## src/rtl/shift_reg_driver_pkg.sv

```systemverilog
// Shared types and constants for the serial-in/parallel-out register chain driver.
// State encodings are fixed so the display and LED drivers can decode them directly.
package shift_reg_driver_pkg;

    localparam logic [1:0] ST_IDLE_ENC  = 2'd0;
    localparam logic [1:0] ST_LOW_ENC   = 2'd1;
    localparam logic [1:0] ST_HIGH_ENC  = 2'd2;
    localparam logic [1:0] ST_LATCH_ENC = 2'd3;

    typedef enum logic [1:0] {
        StIdle  = ST_IDLE_ENC,
        StLow   = ST_LOW_ENC,
        StHigh  = ST_HIGH_ENC,
        StLatch = ST_LATCH_ENC
    } state_e;

    // Counter width that never collapses to zero bits.
    function automatic int unsigned clog2_min1(input int unsigned v);
        return (v <= 1) ? 1 : $clog2(v);
    endfunction

endpackage

```

## src/rtl/bit_timer.sv

```systemverilog
// Divider for the serial clock: counts DIV cycles while enabled and strikes on the last one.
// Held at zero while disabled so every enabled phase starts from a clean count.
module bit_timer #(
    parameter int unsigned DIV = 4,
    parameter int unsigned CW  = 3
) (
    input  logic i_clk,
    input  logic i_rst_n,
    input  logic i_en,
    output logic o_tc
);

    logic [CW-1:0] r_div_cnt;
    logic [CW-1:0] w_div_cnt_nxt;
    logic          w_tc;

    assign w_tc = i_en && (r_div_cnt == CW'(DIV - 1));
    assign o_tc = w_tc;

    always_comb begin
        w_div_cnt_nxt = r_div_cnt;
        if (!i_en || w_tc) begin
            w_div_cnt_nxt = '0;
        end else begin
            w_div_cnt_nxt = r_div_cnt + CW'(1);
        end
    end

    always_ff @(posedge i_clk or negedge i_rst_n) begin
        if (!i_rst_n) begin
            r_div_cnt <= '0;
        end else begin
            r_div_cnt <= w_div_cnt_nxt;
        end
    end

endmodule

```

## src/rtl/shift_reg_driver.sv

```systemverilog
// Shifts an N-bit word MSB first into an external register chain, then strobes its latch.
// Every output comes straight from a flop; sdata is the MSB of the shift register.
module shift_reg_driver
    import shift_reg_driver_pkg::*;
#(
    parameter int unsigned N   = 16,
    parameter int unsigned DIV = 4
) (
    input  logic         clk,
    input  logic         reset,
    input  logic [N-1:0] data_in,
    input  logic         start,
    output logic         busy,
    output logic         done,
    output logic         sclk,
    output logic         sdata,
    output logic         latch
);

    localparam int unsigned BCW = clog2_min1(N);
    localparam int unsigned DCW = clog2_min1(DIV + 1);

    state_e         r_state;
    state_e         w_state_nxt;
    logic [N-1:0]   r_shift;
    logic [N-1:0]   w_shift_nxt;
    logic [BCW-1:0] r_bit_cnt;
    logic [BCW-1:0] w_bit_cnt_nxt;
    logic           r_busy;
    logic           w_busy_nxt;
    logic           r_done;
    logic           w_done_nxt;
    logic           r_sclk;
    logic           w_sclk_nxt;
    logic           r_latch;
    logic           w_latch_nxt;
    logic           w_tc;
    logic           w_timer_en;

    assign w_timer_en = (r_state != StIdle);

    bit_timer #(
        .DIV (DIV),
        .CW  (DCW)
    ) u_bit_timer (
        .i_clk   (clk),
        .i_rst_n (reset),
        .i_en    (w_timer_en),
        .o_tc    (w_tc)
    );

    always_comb begin
        w_state_nxt   = r_state;
        w_shift_nxt   = r_shift;
        w_bit_cnt_nxt = r_bit_cnt;
        w_busy_nxt    = r_busy;
        w_done_nxt    = 1'b0;
        w_sclk_nxt    = r_sclk;
        w_latch_nxt   = r_latch;

        unique case (r_state)
            StIdle: begin
                if (start) begin
                    w_state_nxt   = StLow;
                    w_shift_nxt   = data_in;
                    w_bit_cnt_nxt = BCW'(N - 1);
                    w_busy_nxt    = 1'b1;
                end
            end
            StLow: begin
                if (w_tc) begin
                    w_state_nxt = StHigh;
                    w_sclk_nxt  = 1'b1;
                end
            end
            StHigh: begin
                if (w_tc) begin
                    w_sclk_nxt = 1'b0;
                    if (r_bit_cnt == '0) begin
                        w_state_nxt = StLatch;
                        w_latch_nxt = 1'b1;
                    end else begin
                        // Next bit appears on the same edge sclk falls.
                        w_shift_nxt   = {r_shift[N-2:0], 1'b0};
                        w_bit_cnt_nxt = r_bit_cnt - BCW'(1);
                        w_state_nxt   = StLow;
                    end
                end
            end
            StLatch: begin
                if (w_tc) begin
                    w_state_nxt = StIdle;
                    w_latch_nxt = 1'b0;
                    w_busy_nxt  = 1'b0;
                    w_done_nxt  = 1'b1;
                    // Clearing the word keeps sdata low while idle.
                    w_shift_nxt = '0;
                end
            end
            default: begin
                w_state_nxt = StIdle;
            end
        endcase
    end

    always_ff @(posedge clk or negedge reset) begin
        if (!reset) begin
            r_state   <= StIdle;
            r_shift   <= '0;
            r_bit_cnt <= '0;
            r_busy    <= 1'b0;
            r_done    <= 1'b0;
            r_sclk    <= 1'b0;
            r_latch   <= 1'b0;
        end else begin
            r_state   <= w_state_nxt;
            r_shift   <= w_shift_nxt;
            r_bit_cnt <= w_bit_cnt_nxt;
            r_busy    <= w_busy_nxt;
            r_done    <= w_done_nxt;
            r_sclk    <= w_sclk_nxt;
            r_latch   <= w_latch_nxt;
        end
    end

    assign busy  = r_busy;
    assign done  = r_done;
    assign sclk  = r_sclk;
    assign sdata = r_shift[N-1];
    assign latch = r_latch;

endmodule

```

## config.mk

```make
export PLATFORM = sky130hd
export DESIGN_NAME = shift_reg_driver
export DESIGN_NICKNAME = d
export VERILOG_FILES = /design/src/rtl/shift_reg_driver_pkg.sv /design/src/rtl/bit_timer.sv /design/src/rtl/shift_reg_driver.sv
export SDC_FILE = /design/constraint.sdc
export NUM_CORES = 1
export LEC_CHECK = 0
export BUFFER_PORTS_ARGS = -buffer_cell sky130_fd_sc_hd__buf_2
export CAP_MARGIN = 20
export CORE_ASPECT_RATIO = 0.75
export CORE_MARGIN = 2
export CORE_UTILIZATION = 23
export CTS_BUF_LIST = sky130_fd_sc_hd__clkbuf_16
export DETAILED_ROUTE_END_ITERATION = 10
export PLACE_DENSITY_LB_ADDON = 0.2
export SYNTH_ARGS = -nofsm -noshare
export SYNTH_HDL_FRONTEND = slang
export SYNTH_SLANG_ARGS = --single-unit
```

## constraint.sdc

```tcl
create_clock -name clk -period 2.2 [get_ports clk]
set_clock_uncertainty 0.1 [all_clocks]
set_input_delay 0.44 -clock clk [delete_from_list [all_inputs] [get_ports clk]]
set_output_delay 0.44 -clock clk [all_outputs]
set_load 0.02 [all_outputs]
```

* Word level (Yosys, flattened, before mapping) *
Index checks and enable logic that the tools add are counted.
Widths: inputs -> output; s select.

operators by class
  add/sub/neg operators = 2
  equal/unequal tests = 10
  muxes and demuxes = 26
  reductions and logical operators = 17

operators by type and width
  kind                 number
  $mux 16              4
  $pmux 16 s3          1
  $mux 4               3
  $reduce_and 4->1     3
  $mux 2               5
  $reduce_bool 2->1    5
  $pmux 2 s4           1
  $pmux 4 s2           1
  $mux 1               7
  $ne 2x1->1 const B   3
  $ne 2x2->1 const B   3
  $pmux 1 s2           3
  $reduce_and 3->1     2
  $reduce_and 5->1     1
  $eq 2x2->1 const B   2
  $logic_not 4->1      1
  $sub 4x1->4 const B  1
  $add 3x1->3 const B  1
  $eq 3x2->1 const B   1
  $mux 3               1
  $reduce_bool 3->1    1
  $eq 2x1->1 const B   1
  $logic_not 2->1      1
  $logic_and 1x1->1    1
  2 further kinds      2

word-level totals
  bits in registers = 29
  output and inout port bits = 5

* Longest topological paths before layout *
Gate-level depths: netlist (run 1).

  depth in word-level cells = 4
  depth in mapped cells = 8
  depth with buffers taken out = 6

* Cells and area by module *
A second synthesis (run 1) with hierarchy kept.

second synthesis, totals
  cells, all modules = 130
  area, all modules = 1,589.0 um^2

modules (own cells, without submodules)
  module            times used  cells an instance  area each (um^2)  seq. area each (um^2)
  shift_reg_driver  1           120                1,453.9           650.6
  bit_timer         1           10                 135.1             75.1

* Worst setup path before layout (run 1) *
Ideal clock, no wire load.

  path kind = register to register
  from = reg u_bit_timer.r_div_cnt[0]
  to = reg r_shift[15]
  arrival time = 1,762 ps
  slack = 213 ps
  stages on the path, launching flop included = 7
  buffers on the path = 1
  cell sequence = dfrtp_1 > ha_1 > ha_1 > and2b_4 > o211ai_4 > buf_12 > mux2_4

on the way
  longest elaborated chain between the ends = 4
  elaborated cells on any way between the ends = 5
  those cells by class = 3 x eq/ne; 2 x reduce/logical

RTL lines
  what                                 line                     text
  from (decl)                          bit_timer.sv:13          logic [CW-1:0] r_div_cnt;
  from (signal assigned)               bit_timer.sv:33          r_div_cnt <= w_div_cnt_nxt;
  $eq 3x2->1 *                         bit_timer.sv:17          assign w_tc = i_en && (r_div_cnt == CW'(DIV - 1));
  $logic_and 1x1->1 *                  bit_timer.sv:17
  $ne 2x1->1 (no source line)          n/a
  $reduce_and 5->1 (no source line) *  n/a
  to (signal assigned)                 shift_reg_driver.sv:117  r_shift <= w_shift_nxt;
  to (decl)                            shift_reg_driver.sv:25   logic [N-1:0] r_shift;

Mark *: on every way between the ends. The rest lies on a longest branch, timed or not.
A chain may end at the register's enable or synchronous reset.

* Final worst setup path (run 1) *
  from = reg r_state[0]
  to = reg r_shift[0]

on the way
  longest elaborated chain between the ends = 4
  elaborated cells on any way between the ends = 12
  those cells by class = 6 x eq/ne; 1 x mux; 5 x reduce/logical

RTL lines
  what                               line                     text
  from (decl)                        shift_reg_driver.sv:23   state_e r_state;
  from (signal assigned)             shift_reg_driver.sv:108  r_state <= StIdle;
  from (signal assigned)             shift_reg_driver.sv:116  r_state <= w_state_nxt;
  $reduce_bool 2->1                  shift_reg_driver.sv:40   assign w_timer_en = (r_state != StIdle);
  $logic_and 1x1->1                  bit_timer.sv:17
  $ne 2x1->1 (no source line)        n/a
  $reduce_and 5->1 (no source line)  n/a

Parallel ways exist; a longest one is shown, timed or not.

==> results.py, run 1 <==
metrics = {
    "die": {
        "rows": 25,
        "design.core.area_um2": 6410,
        "dieArea_um2": 7440,
        "start_util": 0.243,
        "die_y_um": 75.2,
        "die_w_um": 99.0,
        "ioPinCount": 24,
    },
    "grt": {
        "gr-total-overflow": 0,
        "grt_max_degree": 30,
        "antenna_found_initial": 0,
        "grt_usage": 0.0978,
        "grt_pass1_wl_um": 5620,
        "first_global_vias": 1190,
    },
    "power": {
        "total_power_mw": 3.34,
        "p_per_area_nw_per_um2": 1690,
        "ir_drop_mv": 0.539,
        "p_leak_nw": 0.977,
    },
    "cells_and_area": {
        "final_area_um2": 1970,
        "num_antenna_cells": 0,
        "syn_to_final_growth_pct": 26.8,
        "final_common_cell": "dfrtp_1",
        "layout_common_cells": "29 x dfrtp_1, 23 x buf_2, 11 x inv_1, 11 x a22o_1, 10 x a21oi_1",
        "drive_above_1_share": 0.355,
        "nets": 192,
    },
    "timing": {
        "rsz0062_at_grt": "no",
        "finalSetupTns_ps": 0,
        "tightest_slew_ps": 681,
        "slew_violations": 0,
        "min_period_over_period": 0.906,
        "relSlewSlack": 0.546,
        "finalHoldViolCount": 0,
        "setup_viol": 0,
        "holdWs_ps": 108,
        "finalWorstSetupSlack_ps": 207,
        "final.min_clock_period_ps": 1990,
        "max_freq_ghz": 0.502,
    },
    "placed_design": {
        "gp_congestion": 0.745,
        "pre_cts_ws_ps": 74.0,
        "port_buffers": 23,
        "place_area_um2": 1790,
        "dpl.hpwl_um": 2450,
    },
    "synth": {
        "netlist_area_um2": 1560,
        "yosysTopAreaCellShare": 0.467,
        "synth_area_per_cell_um2": 11.6,
        "synthTopCellsByArea": "dfrtp_1 47%, ha_1 6.4%, a22o_1 6.2%, mux2_4 5.8%, mux2_2 4.3%",
        "ys_seq_area_frac": 0.467,
        "ys_warn_count": 0,
        "synth_fp_nets": 161,
        "synth_edf_count": 0,
        "async_flop_share": 1.00,
        "synth_top_cell_by_area": "dfrtp_1",
        "yosysUniqueCellTypes": 36,
        "synth_cells": 134,
        "ys_ff_latch": 29,
        "ys.flop_type": "dfrtp_1",
    },
    "clock_network": {
        "cts_tree": "yes",
        "clock_latency_ps": 270,
        "cts_buffers": 5,
        "clock_sinks": 29,
        "root_buffer": "clkbuf_16",
        "cts.clk_slew.worst_paths_ps": 50,
        "h-tree-depth": 2,
        "cts_buffer_depth": 2,
    },
    "setup_path": {
        "cp-start-kind": "flip-flop",
        "endpoint_kind": "flip-flop",
        "worstPathRequired_ps": 2250,
        "worst-path-max-fanout": 22,
        "worstSetupPathType": "flip-flop to flip-flop",
        "cp.arrival_ps": 2050,
    },
    "detailed_routing": {
        "route.detailed.drc": 0,
        "drt_wl_total_um": 3340,
        "drtPass1Iterations": 4,
        "drt_iter0_drc": 51,
        "postRouteAntennaNets": 0,
        "wl_per_cell_um": 13.5,
        "vias_per_cell": 4.50,
        "via_count": 1112,
    },
    "run": {
        "max_cap_viol_count": 0,
    },
    "hold_path": {
        "hp-class": "input pin to asynchronous set/reset pin",
    },
    "status": {
        "status": "complete, no violations",
    },
}
-- critical path, cell delays in order (launching register included) --
cell      delay [ps]
dfrtp_1          410
inv_1            140
ha_1             240
buf_12           190
nand3b_4         100
o21ai_2           90
o211ai_4         100
buf_12           160
buf_4            150
a32o_1           190
-- routing by layer --
metal,up-vias,GRT usage,share of wire
li1,546,-,-
met3,5,0.0325,0.037
met1,548,0.125,0.51
met5,-,0,0
met4,0,0.0411,0.016
met2,13,0.154,0.44
-- synth_stat cells (2+ instances only) --
library cell and n:
dfrtp_1 29, a21oi_1 10, clkbuf_1 2, o21ai_0 7
mux2_4 6, buf_2 3, a22o_1 11, mux2_2 6
inv_1 10, nor3b_1 4, mux2i_1 3, nor3_1 3
nand2_1 6, nor2_1 5, ha_1 8
-- what timing repair did --
action / 4_1_cts / 5_1_grt
endpoints found under the setup margin: 0 / 14
hold buffers: 0 / 0
buffers inserted: 0 / 1
resized for setup: 0 / 1
-- metrics by stage --
| step | utilization | std cells |
|---|---|---|
| floorplan | - | 134 |
| global placement | 0.279 | 238 |
| detailed placement | 0.279 | 238 |
| CTS | 0.304 | 246 |
| global route | 0.308 | 247 |
| finish | 0.308 | 247 |
-- final cells by class --
| class | count | area, µm² |
|---|---|---|
| repair buffers | 31 | 200 |
| inverters | 10 | 37.5 |
| clock inverters | 3 | 37.5 |
| flip-flops and latches | 29 | 726 |
| well taps | 81 | 101 |
| multi-input cells | 88 | 744 |
| fillers | 637 | 4440 |
| clock buffers | 5 | 125 |
-- registers in the layout (all words and copies together), names as in the netlist --
register / cells
r_shift: 16
r_bit_cnt: 4
u_bit_timer.r_div_cnt: 3
r_state: 2
busy: 1
done: 1
latch: 1
sclk: 1
-- power breakdown --
part	total, mW	internal (mW)	leakage [nW]	switching (mW)
registers	0.942	0.791	0.347	0.152
logic	1.65	0.876	0.547	0.771
clock network	0.750	0.525	0.0826	0.225
-- final timing paths --
path / start / endpoint / slack (ps) / cells after the start
max in group asynchronous: reset / r_shift[10] / 1450 / 1
worst min register to register: u_bit_timer.r_div_cnt[0] / u_bit_timer.r_div_cnt[0] / 350 / 1
worst max-delay path: r_state[0] / r_shift[0] / 210 / 9
worst min-delay path: reset / r_state[0] / 110 / 1
worst max register to register: r_state[0] / r_shift[0] / 210 / 9
min in group clk: data_in[0] / r_shift[0] / 320 / 2
-- kinds of logic (layout without fill, tap and decap cells) --
kind of cell             after synthesis  count (layout)  share of synthesized area
adder cells (fa/ha/maj)                8               8                     0.0644
buffers and inverters                 17              49                     0.0563
multiplexers                          15              15                      0.121
AO/OA/AOI/OAI                         36              36                      0.172
flip-flops                            29              29                      0.467
AND/OR/NAND/NOR                       29              29                      0.120
No activity file was read; power rests on OpenSTA's default activity.
==> inputs of run 2 (changes only) <==
==> constraint.sdc (replaced) <==
create_clock -name clk -period 1.7 [get_ports clk]
set_clock_uncertainty 0.1 [all_clocks]
set_input_delay 0.34 -clock clk [delete_from_list [all_inputs] [get_ports clk]]
set_output_delay 0.34 -clock clk [all_outputs]
set_load 0.02 [all_outputs]
==> run 2 against run 1 <==
Largest cell class unchanged. Critical endpoint is now r_shift[11]. The flow now finishes with violations (setup timing). Sequential power increased by 28%. Clock-buffer cell count unchanged. Flip-flop and latch count unchanged. Critical path type unchanged.
==> results.py, run 2 (synthesis gave the netlist of run 1 again) <==
metrics = {
    "status": {
        "status": "complete, but fails checks",
        "violations": "setup timing",
    },
    "timing": {
        "final.min_clock_period_ps": 1880,
        "tightest_slew_ps": 499,
        "finalHoldViolCount": 0,
        "slew_violations": 0,
        "min_period_over_period": 1.10,
        "rsz0062_at_grt": "yes",
        "setup_viol": 18,
        "holdWs_ps": 220,
        "max_freq_ghz": 0.533,
        "relSlewSlack": 0.667,
        "finalSetupTns_ps": -2510,
        "finalWorstSetupSlack_ps": -178,
    },
    "placed_design": {
        "port_buffers": 23,
        "pre_cts_ws_ps": -271,
        "gp_congestion": 0.726,
        "place_inst": 263,
        "dpl.hpwl_um": 2850,
        "place_area_um2": 2010,
    },
    "clock_network": {
        "clock_sinks": 29,
        "cts_buffers": 5,
        "cts_tree": "yes",
        "h-tree-depth": 2,
        "cts_buffer_depth": 2,
        "clock_latency_ps": 270,
        "root_buffer": "clkbuf_16",
        "cts.clk_slew.worst_paths_ps": 50,
    },
    "setup_path": {
        "worstSetupPathType": "flip-flop to flip-flop",
        "rr_startpoint": "r_state[0]",
        "worstPathRequired_ps": 1750,
        "worstReg2RegEnd": "r_shift[11]",
        "r2r_slack_ps": -180,
        "ff2ff_path_depth": 7,
        "worst-path-max-fanout": 7,
        "endpoint_kind": "flip-flop",
        "cp-start-kind": "flip-flop",
        "cp.arrival_ps": 1920,
    },
    "cells_and_area": {
        "regMostFlops": "r_shift",
        "drive_above_1_share": 0.515,
        "final_common_cell": "buf_4",
        "largest_reg_flops": 16,
        "reg_top3": "r_shift: 16 flops, r_bit_cnt: 4 flops, u_bit_timer.r_div_cnt: 3 flops",
        "layout_common_cells": "34 x buf_4, 29 x dfrtp_1, 23 x buf_2",
        "num_antenna_cells": 0,
        "fillCellCount": 632,
        "nets": 224,
        "final_area_um2": 2310,
        "fin_cells": 279,
        "syn_to_final_growth_pct": 48.7,
        "fin_util": 0.361,
    },
    "die": {
        "dieArea_um2": 7440,
        "start_util": 0.243,
        "design.core.area_um2": 6410,
        "ioPinCount": 24,
        "rows": 25,
        "die_w_um": 99.0,
        "die_y_um": 75.2,
    },
    "detailed_routing": {
        "postRouteAntennaNets": 0,
        "via_count": 1249,
        "drt_wl_total_um": 3970,
        "drt_iter0_drc": 54,
        "vias_per_cell": 4.48,
        "wl_per_cell_um": 14.2,
        "route.detailed.drc": 0,
        "drtPass1Iterations": 4,
    },
    "grt": {
        "gr-total-overflow": 0,
        "grt_max_degree": 16,
        "first_global_vias": 1353,
        "grt_pass1_wl_um": 6480,
        "grt_usage": 0.114,
        "antenna_found_initial": 0,
    },
    "power": {
        "total_power_mw": 5.10,
        "ir_drop_mv": 0.633,
        "p_leak_nw": 1.16,
        "p_per_area_nw_per_um2": 2200,
    },
    "hold_path": {
        "hp-start": "data_in[0]",
        "holdPathStages": 2,
        "hp-class": "input pin to flip-flop",
        "min_to": "r_shift[0]",
    },
    "run": {
        "max_cap_viol_count": 0,
    },
}
run 2: cell types whose count changed in the layout (fill, tap and decap cells not counted), moves of 2 or more:
cell	before	now
buf_4	6	34
ha_1	8	3
ha_2	0	2
ha_4	0	3
inv_1	11	7
inv_2	0	3
mux2_2	6	0
mux2_4	6	12
run 2: critical path, stage by stage, from the launching register on:
cell	delay [ps]
dfrtp_1	390
inv_2	110
ha_4	160
nor2b_4	170
nor2_4	50
o211ai_4	280
buf_12	180
mux2_4	300
run 2: what timing repair did:
action                     4_1_cts  5_1_grt
hold buffers                     1        0
pin swaps                        3        1
buffers inserted                 4        2
hold endpoints to repair        14        0
gates cloned                     1        0
gates resized for setup         15        6
setup endpoints to repair       21       21
run 2: report_power, final:
| group | switching, mW | internal, mW | total [mW] |
|---|---|---|---|
| clock network | 0.296 | 0.528 | 0.824 |
| registers | 0.187 | 1.02 | 1.21 |
| logic | 1.28 | 1.78 | 3.06 |
| total | 1.76 | 3.33 | 5.10 |
run 2: layer usage:
metal | up-vias | GRT usage | part of all wire
met3 | 2 | 0.0269 | 0.023
met2 | 13 | 0.197 | 0.49
li1 | 610 | - | -
met4 | 0 | 0.0411 | 0.010
met1 | 624 | 0.143 | 0.47
met5 | - | 0 | 0
run 2: cell type report:
class,count,area (µm²),area share
clock buffers,5,125,0.0541
clock inverters,3,12.5,0.00541
inverters,10,37.5,0.0162
multi-input cells,88,831,0.359
flip-flops and latches,29,726,0.314
well taps,81,101,0.0438
repair buffers,63,479,0.207
run 2: worst max-delay path by stage:
| stage | to | cells after the start | slack [ps] | start |
|---|---|---|---|---|
| floorplan | r_shift[15] | 8 | -210 | r_state[0] |
| global placement | r_shift[12] | 5 | -230 | r_state[1] |
| detailed placement | r_shift[15] | 7 | -270 | r_state[0] |
| CTS | r_shift[11] | 6 | -190 | u_bit_timer.r_div_cnt[0] |
| global route | r_shift[4] | 7 | -230 | r_state[0] |
| finish | r_shift[11] | 7 | -180 | r_state[0] |
==> inputs of run 3 (changes only) <==
--- a/config.mk
+++ b/config.mk
@@ -12,7 +12,7 @@
 export CORE_UTILIZATION = 23
 export CTS_BUF_LIST = sky130_fd_sc_hd__clkbuf_16
 export DETAILED_ROUTE_END_ITERATION = 10
-export PLACE_DENSITY_LB_ADDON = 0.2
+export PLACE_DENSITY = 0.45
 export SYNTH_ARGS = -nofsm -noshare
 export SYNTH_HDL_FRONTEND = slang
 export SYNTH_SLANG_ARGS = --single-unit
==> run 3 against run 2 <==
The flow finishes with violations (hold timing, setup timing). Worst hold slack got worse by 220 ps. Cell count decreased by 0.72%. Core utilization increased by 0.39 points. Highest routed layer unchanged. Clock-buffer cell count unchanged. Global-route usage decreased by 0.33 points. Die area unchanged.
==> results.py, run 3 (synthesis gave the netlist of run 1 again) <==
metrics = {
    "setup_path": {
        "cp_cell_sequence": "ha_4, ha_4, and2b_4, o211ai_4, clkbuf_16, mux2_4",
        "cp-start-kind": "flip-flop",
        "critPathBufInv": 1,
        "cpMaxStageDelayCell": "dfrtp_1",
        "crit_path_frequent_cell": "ha_4",
        "worstPathRequired_ps": 1760,
        "cp.arrival_ps": 1920,
        "endpoint_kind": "flip-flop",
        "worst-path-max-fanout": 7,
        "slowest_delay_ps": 400,
        "worstSetupPathType": "flip-flop to flip-flop",
        "cp_top_family": "flip-flops",
    },
    "hold_path": {
        "hp-class": "input pin to asynchronous set/reset pin",
    },
    "grt": {
        "gr-total-overflow": 0,
        "grt_use_met3": 0.0232,
        "grt_pass1_wl_um": 6300,
        "grt_use_met2": 0.193,
        "grt-busiest-layer": "met2",
        "grt.met1_usage": 0.139,
        "grt_usage": 0.111,
        "first_global_vias": 1319,
        "antenna_found_initial": 0,
        "grt_max_degree": 30,
    },
    "timing": {
        "slew_violations": 0,
        "relSlewSlack": 0.551,
        "holdWs_ps": -0.154,
        "finalHoldViolCount": 1,
        "rsz0062_at_grt": "yes",
        "final.min_clock_period_ps": 1860,
        "tightest_slew_ps": 673,
        "setup_viol": 18,
        "finalSetupTns_ps": -2090,
        "finalWorstSetupSlack_ps": -164,
        "max_freq_ghz": 0.537,
        "min_period_over_period": 1.10,
    },
    "placed_design": {
        "pre_cts_ws_ps": -282,
        "port_buffers": 23,
        "gp_congestion": 0.713,
        "dpl.hpwl_um": 2670,
        "place_inst": 258,
    },
    "cells_and_area": {
        "drive_above_1_share": 0.500,
        "fin_cells": 277,
        "nets": 222,
        "largest_reg_flops": 16,
        "regMostFlops": "r_shift",
        "syn_to_final_growth_pct": 50.3,
        "num_antenna_cells": 0,
        "reg_top3": "r_shift: 16 flops, r_bit_cnt: 4 flops, u_bit_timer.r_div_cnt: 3 flops",
        "final_common_cell": "buf_4",
        "layout_common_cells": "32 x buf_4, 29 x dfrtp_1, 23 x buf_2",
    },
    "status": {
        "status": "complete, but fails checks",
        "violations": "hold timing, setup timing",
    },
    "clock_network": {
        "h-tree-depth": 2,
        "cts_tree": "yes",
        "clock_sinks": 29,
        "cts_buffers": 5,
        "cts_buffer_depth": 2,
        "root_buffer": "clkbuf_16",
        "cts.clk_slew.worst_paths_ps": 50,
        "clock_latency_ps": 270,
    },
    "die": {
        "dieArea_um2": 7440,
        "start_util": 0.243,
        "die_w_um": 99.0,
        "rows": 25,
        "ioPinCount": 24,
        "die_y_um": 75.2,
        "design.core.area_um2": 6410,
    },
    "power": {
        "p_leak_nw": 1.17,
        "ir_drop_mv": 0.688,
        "p_per_area_nw_per_um2": 2250,
    },
    "detailed_routing": {
        "route.detailed.drc": 0,
        "vias_per_cell": 4.44,
        "drt_iter0_drc": 49,
        "postRouteAntennaNets": 0,
        "drtPass1Iterations": 4,
        "wl_per_cell_um": 13.8,
        "drt_wl_total_um": 3820,
        "via_count": 1230,
    },
    "run": {
        "max_cap_viol_count": 0,
    },
}
run 3: metal layers:
layer  up-vias  routed length, µm
met2        14               1890
met3         4                 89
met4         0                 39
li1        607                  -
met1       605               1800
met5         -                  0
run 3: stage by stage:
stage / instance area (µm²) / utilization / power, mW
after floorplan: 1580 / - / 2.91
after global placement: 1950 / 0.304 / 3.56
after detailed placement: 1950 / 0.304 / 3.65
after CTS: 2280 / 0.356 / 5.24
after global routing: 2340 / 0.364 / 5.61
final: 2340 / 0.364 / 5.26
run 3: timing repair:
item	CTS	global route
pin swaps	6	3
setup buffers	7	3
gates cloned	1	0
hold buffers	0	0
gates resized for setup	23	6
setup endpoints to repair	22	20
run 3: worst paths after layout:
kind,from,to,slack [ps],cells after the start
max,u_bit_timer.r_div_cnt[0],r_shift[9],-160,6
min in group clk,data_in[0],r_shift[0],230,2
max reg2reg,u_bit_timer.r_div_cnt[0],r_shift[9],-160,6
min reg2reg,r_shift[0],r_shift[0],400,1
max in group asynchronous,reset,r_bit_cnt[3],1050,1
min,reset,busy,-0.2,1
run 3: power by group:
group / internal [mW] / leakage (nW) / switching [mW]
clock: 0.678 / 0.0826 / 0.291
combinational: 1.80 / 0.745 / 1.29
sequential: 1.02 / 0.347 / 0.182
run 3: layout make-up:
class	instances	area [µm²]
clock buffer	5	125
clock inverter	3	37.5
fill	622	4080
inverter	10	37.5
multi-input combinational	88	865
sequential	29	726
tap	81	101
timing repair buffer	61	445
run 3: worst register-to-register path, stage by stage, from the launching register on:
cell and delay, ps:
dfrtp_1 400, ha_4 180, ha_4 170, and2b_4 170, o211ai_4 220, clkbuf_16 210
mux2_4 300
